File: src/rtl/w21_col_mac_if.sv
// Bundle between the w21 column MAC engine, its weight ROM,
// the activation source and the next layer stage.
interface w21_col_mac_if #(
  parameter int ADDR_W = 9,
  parameter int W_W    = 21,
  parameter int X_W    = 16,
  parameter int ACC_W  = 48
);
  logic              start;
  logic [X_W-1:0]    x_in;
  logic              x_valid;
  logic              x_ready;
  logic [ADDR_W-1:0] adrs_clm;
  logic [W_W-1:0]    w_in;
  logic [ACC_W-1:0]  acc_out;
  logic              acc_valid;
  logic              acc_ready;
  logic              busy;

  modport master (
    output start, x_in, x_valid, w_in, acc_ready,
    input  x_ready, adrs_clm, acc_out, acc_valid, busy
  );

  modport slave (
    input  start, x_in, x_valid, w_in, acc_ready,
    output x_ready, adrs_clm, acc_out, acc_valid, busy
  );
endinterface

File: src/rtl/w21_col_mac.sv
// Column dot-product engine: walks the w21 ROM column, MACs with x_in.
// Build option W21_COL_MAC_RELU_EN clamps negative results to zero.
module w21_col_mac #(
  parameter int DEPTH  = 300,
  parameter int ADDR_W = 9,
  parameter int W_W    = 21,
  parameter int X_W    = 16,
  parameter int ACC_W  = 48
) (
  input logic         clk,
  input logic         rst,
  w21_col_mac_if.slave bus
);
  localparam int PW = W_W + X_W;
  localparam logic [ADDR_W-1:0] LAST = ADDR_W'(DEPTH - 1);

  typedef enum logic [1:0] {
    IDLE,
    RUN,
    DRAIN,
    DONE
  } state_t;

  state_t                   state_q;
  logic [ADDR_W-1:0]        adrs_q;
  logic signed [PW-1:0]     prod_q;
  logic signed [PW-1:0]     prod_d;
  logic                     prod_v_q;
  logic signed [ACC_W-1:0]  acc_q;
  logic signed [ACC_W-1:0]  acc_d;
  logic signed [ACC_W-1:0]  res;
  logic                     x_ready_q;
  logic                     acc_valid_q;
  logic                     busy_q;
  logic                     hs;
  logic signed [PW-1:0]     w_ext;
  logic signed [PW-1:0]     x_ext;

  assign hs    = bus.x_valid & x_ready_q;
  assign w_ext = {{X_W{bus.w_in[W_W-1]}}, bus.w_in};
  assign x_ext = {{W_W{bus.x_in[X_W-1]}}, bus.x_in};
  assign prod_d = w_ext * x_ext;
  assign acc_d = acc_q + {{(ACC_W-PW){prod_q[PW-1]}}, prod_q};

  always_ff @(posedge clk) begin
    if (rst) begin
      state_q     <= IDLE;
      adrs_q      <= '0;
      prod_q      <= '0;
      prod_v_q    <= 1'b0;
      acc_q       <= '0;
      x_ready_q   <= 1'b0;
      acc_valid_q <= 1'b0;
      busy_q      <= 1'b0;
    end else begin
      if (prod_v_q)
        acc_q <= acc_d;
      unique case (state_q)
        IDLE: begin
          if (bus.start) begin
            acc_q     <= '0;
            adrs_q    <= '0;
            prod_v_q  <= 1'b0;
            x_ready_q <= 1'b1;
            busy_q    <= 1'b1;
            state_q   <= RUN;
          end
        end
        RUN: begin
          prod_v_q <= hs;
          if (hs) begin
            prod_q <= prod_d;
            if (adrs_q == LAST) begin
              adrs_q    <= '0;
              x_ready_q <= 1'b0;
              state_q   <= DRAIN;
            end else begin
              adrs_q <= adrs_q + 1'b1;
            end
          end
        end
        DRAIN: begin
          // last product lands in acc this cycle
          prod_v_q    <= 1'b0;
          acc_valid_q <= 1'b1;
          state_q     <= DONE;
        end
        DONE: begin
          if (bus.acc_ready) begin
            acc_valid_q <= 1'b0;
            busy_q      <= 1'b0;
            state_q     <= IDLE;
          end
        end
        default: state_q <= IDLE;
      endcase
    end
  end

`ifdef W21_COL_MAC_RELU_EN
  assign res = acc_q[ACC_W-1] ? '0 : acc_q;
`else
  assign res = acc_q;
`endif

  assign bus.acc_out   = acc_valid_q ? res : '0;
  assign bus.acc_valid = acc_valid_q;
  assign bus.x_ready   = x_ready_q;
  assign bus.adrs_clm  = adrs_q;
  assign bus.busy      = busy_q;
endmodule

File: src/flat_wrapper.sv
// flat-port wrapper written by rule: the top's interface ports become plain ports
module w21_col_mac_flat 
#(
  parameter int DEPTH  = 300,
  parameter int ADDR_W = 9,
  parameter int W_W    = 21,
  parameter int X_W    = 16,
  parameter int ACC_W  = 48
)
  (clk, rst, bus_start, bus_x_in, bus_x_valid, bus_w_in, bus_acc_ready, bus_x_ready, bus_adrs_clm, bus_acc_out, bus_acc_valid, bus_busy);
  w21_col_mac_if #(.ADDR_W(ADDR_W), .W_W(W_W), .X_W(X_W), .ACC_W(ACC_W)) bus_i ();
  input logic clk;
  input logic rst;
  input wire logic [$bits(bus_i.start)-1:0] bus_start;
  input wire logic [$bits(bus_i.x_in)-1:0] bus_x_in;
  input wire logic [$bits(bus_i.x_valid)-1:0] bus_x_valid;
  input wire logic [$bits(bus_i.w_in)-1:0] bus_w_in;
  input wire logic [$bits(bus_i.acc_ready)-1:0] bus_acc_ready;
  output wire logic [$bits(bus_i.x_ready)-1:0] bus_x_ready;
  output wire logic [$bits(bus_i.adrs_clm)-1:0] bus_adrs_clm;
  output wire logic [$bits(bus_i.acc_out)-1:0] bus_acc_out;
  output wire logic [$bits(bus_i.acc_valid)-1:0] bus_acc_valid;
  output wire logic [$bits(bus_i.busy)-1:0] bus_busy;
  assign bus_i.start = bus_start;
  assign bus_i.x_in = bus_x_in;
  assign bus_i.x_valid = bus_x_valid;
  assign bus_i.w_in = bus_w_in;
  assign bus_i.acc_ready = bus_acc_ready;
  assign bus_x_ready = bus_i.x_ready;
  assign bus_adrs_clm = bus_i.adrs_clm;
  assign bus_acc_out = bus_i.acc_out;
  assign bus_acc_valid = bus_i.acc_valid;
  assign bus_busy = bus_i.busy;
  w21_col_mac #(.DEPTH(DEPTH), .ADDR_W(ADDR_W), .W_W(W_W), .X_W(X_W), .ACC_W(ACC_W)) u_core (.clk(clk), .rst(rst), .bus(bus_i));
endmodule
File: config.mk
export PLATFORM = sky130hd
export DESIGN_NAME = w21_col_mac_flat
export DESIGN_NICKNAME = d
export VERILOG_FILES = /design/src/rtl/w21_col_mac_if.sv /design/src/rtl/w21_col_mac.sv /design/src/flat_wrapper.sv
export SDC_FILE = /design/constraint.sdc
export NUM_CORES = 1
export LEC_CHECK = 0
export ABC_CLOCK_PERIOD_IN_PS = 5500
export BUFFER_PORTS_ARGS = -buffer_cell sky130_fd_sc_hd__buf_4
export CAP_MARGIN = 20
export CORE_MARGIN = 8
export CORE_UTILIZATION = 45
export DETAILED_ROUTE_END_ITERATION = 10
export PLACE_DENSITY_LB_ADDON = 0.15
export SYNTH_ARGS = -nofsm -noshare
export SYNTH_HDL_FRONTEND = slang
export SYNTH_SLANG_ARGS = --single-unit
File: constraint.sdc
create_clock -name clk -period 5.5 [get_ports clk]
set_clock_uncertainty 0.15 [all_clocks]
set_input_delay 0.275 -clock clk [delete_from_list [all_inputs] [get_ports clk]]
set_output_delay 0.275 -clock clk [all_outputs]
set_load 0.1 [all_outputs]
==> results of run 1 <==
what timing repair did:
action,4_1_cts,5_1_grt
setup buffers,7,9
cloned,1,2
setup endpoints to repair,16,19
resized for setup,61,108
pin swaps,39,65
worst max-delay path, delay by kind of cell:
family / cells / cell delay (ps)
buffers and inverters: 4 / 320
AND/OR/NAND/NOR: 2 / 190
AO/OA/AOI/OAI: 7 / 1330
adder cells (fa/ha/maj): 7 / 3310
XOR/XNOR: 1 / 160
state kept, by name, indices dropped and copies added, names as in the netlist:
name,cells
u_core.bus.acc_valid,1
u_core.prod_q,37
u_core.bus.busy,1
u_core.bus.adrs_clm,9
u_core.state_q,2
u_core.prod_v_q,1
u_core.bus.x_ready,1
u_core.acc_q,48
final cells by class:
type,count,area (sq um)
fill,3901,19100
multi-input combinational,1640,15800
timing repair buffer,295,2540
sequential,100,2000
inverter,409,1540
tap,539,674
clock buffer,11,233
clock inverter,4,75.1
cell usage after synthesis, types with 17 or more instances:
cell type,count
inv_1,409
fa_1,333
nand2_1,301
and2_1,185
ha_1,145
a21oi_1,113
nor2_1,105
dfxtp_1,100
clkbuf_1,88
xnor2_1,56
a21o_1,51
o21ai_0,45
xor2_1,28
nand3_1,27
mux2i_1,26
nand4_1,24
a211oi_1,20
and3_1,17
kinds of logic (layout without fill, tap and decap cells):
logic type | count (synthesis) | count (layout)
fa+ha+maj | 478 | 478
mux | 26 | 26
buf+inv | 517 | 719
simple gates | 717 | 717
compound gates | 335 | 335
xor+xnor | 84 | 84
flops | 100 | 100
routing by layer:
| layer | wire length (um) | share of wire, % | up-vias | global-route usage (%) |
|---|---|---|---|---|
| li1 | - | - | 7463 | - |
| met1 | 24000 | 49 | 7511 | 28.1 |
| met2 | 22700 | 46 | 313 | 33.0 |
| met3 | 2050 | 4.2 | 28 | 2.48 |
| met4 | 507 | 1.0 | 0 | 3.29 |
| met5 | 0 | 0 | - | 0 |
per-stage QoR:
step	setup WS (ps)	hold slack, ps
after floorplan	-248	277
after global routing	-174	122
after global placement	-433	298
after detailed placement	-453	304
after CTS	-41.8	73.7
final	20.3	84.1
final timing paths:
check	startpoint	endpoint	slack, ps	cells after the start
max	bus_w_in[9]	u_core.prod_q[36]	20	21
min reg2reg	u_core.prod_q[31]	u_core.prod_q[31]	310	2
min	bus_acc_ready	u_core.bus.busy	80	4
max reg2reg	u_core.prod_q[36]	u_core.acc_q[47]	2050	10
==> qor.txt, run 1 <==
status - completed
fin crit period - 5480 ps
GR Overflow Total - 0
CP arrival - 5600 ps
initial core utilization - 45.7%
synth warn - 0
Synth Flop Type - dfxtp_1
Placer Congestion - 0.893
mux share of post-synthesis cell area - 1.36%
CTS tree - done
nets - 2975
compound-gate portion of the synthesized area - 11.8%
Post-Synth XOR/XNOR Area - 3.84%
RSZ-0062 raised after global routing - yes
number of enable flip-flop cells after synthesis - 0
placed instance area - 21700 sq um
crit-path cells - buf_12, buf_6, and2_4, fa_1, fa_1, fa_1, fa_1, fa_1, inv_1, fa_1, inv_2, ha_4, a21o_1, a21o_1, a21o_1, a311o_1, a31oi_4, o311ai_2, xnor2_1, nand2_1, a21oi_1
final core occ - 54.5%
Min-Delay Path Class - in -> reg
asr flop ratio synth - 0%
half-perimeter wire length after placement - 41300 um
pin count of the biggest net entering global routing - 51
synth-to-layout area growth - 19.2%
DRC viols - 0
post-synthesis register bit count - 100
FP Rows - 75
transition time of the tightest slew-check pin - 871 ps
final std cells w/o fill - 2998
Post-CTS Hold Fix Bufs - 0
critical path fanouts, max - 4
post-synthesis sequential area ratio - 10.4%
mapped cell area - 19200 sq um
drt wl/cell - 16.4 um
Final Max Slew Viols - 0
Most common cell on crit path - fa_1
worst slew margin relative to its limit - 41.9%
first-pass GRT wire length - 82700 um
CTS Buffer Depth - 2
dominant cells by area after synthesis - fa_1 (35%), dfxtp_1 (10%), ha_1 (9.5%), inv_1 (8.0%), and2_1 (6.0%)
Startpoint Class - input port
CTS Buf Count - 9
antenna violations before repair - 0
Die ar. - 49400 sq um
Final ANT Viol Nets - 0
Placed Instances - 2966
DRT Pass-1 Iters - 7
crit path kind - in -> reg
diode count - 0
required time of the critical path - 5620 ps
CP max stage delay - 530 ps
Syn Inst Count - 2257
clock slew at reported path FFs - 70 ps
Clk Latency, worst-skew pair - 350 ps
commonest non-fill, non-tap cell in the layout - inv_1
layout cells sized above 1 - 18.4%
adder-cell share of the synthesized area - 44.3%
Avg Cell Area, Syn - 8.49 sq um
wirelength, routed - 49200 um
GRT Total Usage - 19.9%
Max Cap Viol - 0
Fin Setup TNS - 0 ps
clk root buf - clkbuf_16
largest family of logic cells by synthesized area - adder cells
Hold Vio Cnt, Final - 0
vias in the first global route - 16300
final setup fails - 0
Synth cell types - 76
maximum clock frequency - 0.182 GHz
Initial DRC Count - 776
Die Y - 222 um
Simple-Gate Fraction of Synth Area - 18.1%
CTS sink cnt - 100
total number of vias - 15300
share of the synthesized area in the top cell type - 34.8%
Final Cycle Share - 99.6%
crit end category - flip-flop
CTS H-Tree Depth - 3
Port Buffer Count - 101
dominant cell type by area after synthesis - fa_1
Final Cell Area - 22800 sq um
CORE AREA - 41900 sq um
IO Pins - 102
DR vias/cell - 5.11
critical path's slowest cell - fa_1
most frequent cells in the layout - inv_1 (390), fa_1 (314), nand2_1 (286)
Horiz. Die Dim - 222 um
Syn Nets - 2777
Power of run 1 is not shown: default switching activity piles up to over one toggle a cycle in this logic, so the estimate is an artifact.
==> run 2, diff against run 1 <==
--- a/config.mk
+++ b/config.mk
@@ -5,7 +5,7 @@
 export SDC_FILE = /design/constraint.sdc
 export NUM_CORES = 1
 export LEC_CHECK = 0
-export ABC_CLOCK_PERIOD_IN_PS = 5500
+export ABC_CLOCK_PERIOD_IN_PS = 6900
 export BUFFER_PORTS_ARGS = -buffer_cell sky130_fd_sc_hd__buf_4
 export CAP_MARGIN = 20
 export CORE_MARGIN = 8
==> constraint.sdc (replaced) <==
create_clock -name clk -period 6.9 [get_ports clk]
set_clock_uncertainty 0.15 [all_clocks]
set_input_delay 0.345 -clock clk [delete_from_list [all_inputs] [get_ports clk]]
set_output_delay 0.345 -clock clk [all_outputs]
set_load 0.1 [all_outputs]
==> qor.txt, run 2 (synthesized netlist as in run 1, its figures left out) <==
initial core utilization - 45.7% (unchanged)
Initial DRC Count - 855 (+10%)
critical path fanouts, max - 21 (+17)
Die Y - 222 um (unchanged)
FP Rows - 75 (unchanged)
Final ANT Viol Nets - 0 (unchanged)
Min-Delay Path Class - in -> reg
required time of the critical path - 7030 ps (+1410 ps)
crit-path cells - buf_4, nand2_1, fa_1, inv_1, fa_1, inv_1, fa_1, inv_1, fa_1, inv_1, fa_1, inv_1, fa_1, ha_1, and3_1, and3_1, o21ai_0, o21ai_0, buf_4, a31oi_2, o311ai_2, xnor2_1, nand2_1, a21oi_1
max reg flops - 48 (unchanged)
Clk Latency, worst-skew pair - 360 ps (about the same)
diode count - 0 (unchanged)
final setup fails - 0 (unchanged)
CP max stage delay - 550 ps (+20 ps)
Post-CTS Setup Bufs - 0 (-7)
worst hold path depth - 4 (unchanged)
Fin Setup TNS - 0 ps (unchanged)
GRT Total Usage - 19.7% (-0.21 points)
pin count of the biggest net entering global routing - 51 (unchanged)
CTS H-Tree Depth - 3 (unchanged)
layout cells sized above 1 - 6.82% (-12 points)
CTS sink cnt - 100 (unchanged)
CP arrival - 6210 ps (+610 ps)
DR vias/cell - 5.23 (+2.3%)
commonest non-fill, non-tap cell in the layout - inv_1
Placer Congestion - 0.879 (-1.6%)
Most common cell on crit path - fa_1
total number of vias - 14700 (-4.0%)
transition time of the tightest slew-check pin - 934 ps (+62.7 ps)
CTS Buffer Depth - 2 (unchanged)
CTS tree - done
critical path's slowest cell - fa_1
Hold Vio Cnt, Final - 0 (unchanged)
drt wl/cell - 17.3 um (+5.6%)
vias in the first global route - 15300 (-6.1%)
Final Max Slew Viols - 0 (unchanged)
half-perimeter wire length after placement - 39900 um (-3.5%)
DRC viols - 0 (unchanged)
register with the most flip-flops - u_core.acc_q
maximum clock frequency - 0.165 GHz
DRT Pass-1 Iters - 5 (-2)
nets - 2788 (-6.3%)
status - completed
wirelength, routed - 48800 um (-0.95%)
Port Buffer Count - 101 (unchanged)
clock slew at reported path FFs - 70 ps (about the same)
CORE AREA - 41900 sq um (unchanged)
clk root buf - clkbuf_16
most frequent cells in the layout - inv_1 (409), fa_1 (333), nand2_1 (301)
Final Cycle Share - 88.0%
IO Pins - 102 (unchanged)
CTS resizes - 0 (-100%)
Startpoint Class - input port
first-pass GRT wire length - 80800 um (-2.2%)
Die ar. - 49400 sq um (unchanged)
worst r2r path cells - 11 (+1)
synth-to-layout area growth - 7.27%
CTS Buf Count - 9 (unchanged)
crit path kind - in -> reg
Max Cap Viol - 0 (unchanged)
fin crit period - 6070 ps
GR Overflow Total - 0 (unchanged)
crit end category - flip-flop
worst slew margin relative to its limit - 37.7% (-4.2 points)
Horiz. Die Dim - 222 um (unchanged)
Post-CTS Hold Fix Bufs - 0 (unchanged)
RSZ-0062 raised after global routing - no
antenna violations before repair - 0 (unchanged)
==> run 2: changes by cell type in the layout (fill, tap and decap cells not counted), sizes merged <==
cell,change
inv,+2
buf,-185
clkinv,+1
bufinv,-1
clkinvlp,-2
clkbuf,-1
==> run 2: area by class of cell <==
type / instances / area, sq um
clock inverters: 4 / 55.1
well taps: 539 / 674
inverters: 409 / 1540
clock buffers: 12 / 267
repair buffers: 108 / 811
flip-flops and latches: 100 / 2000
fillers: 4102 / 21400
multi-input cells: 1640 / 15200
==> run 2: stage by stage <==
stage	hold WS (ps)	cell area (sq um)	utilization, %	worst slack, ps	instances
5_1_grt	162	20600	49.0	496	2812
4_1_cts	147	20600	49.0	832	2812
3_5_place_dp	306	20200	48.2	441	2796
6_report	154	20600	49.0	829	2812
2_1_floorplan	286	19200	-	786	2257
3_3_place_gp	300	20200	48.2	528	2796
==> run 2: worst paths after layout <==
check	from	to	slack (ps)
setup / recovery	bus_x_in[1]	u_core.prod_q[36]	830
hold reg to reg	u_core.prod_q[28]	u_core.prod_q[28]	310
hold / removal	bus_acc_ready	u_core.bus.busy	150
setup reg to reg	u_core.prod_q[0]	u_core.acc_q[44]	3520
==> run 2: worst max-delay path, delay by kind of cell <==
kind                       cells  cell delay, ps
AOI/OAI and AO/OA              5             920
buffers and inverters          7             670
adders and majority gates      7            3390
xor gates and xnor gates       1             150
and+or+nand+nor                4             710
==> run 2: routing by layer <==
layer	global-route usage, %	wire [um]
met3	2.45	2670
met2	30.9	21400
met5	0	0
met1	28.9	24100
met4	4.06	626
Power of run 2 is left out for the same reason.
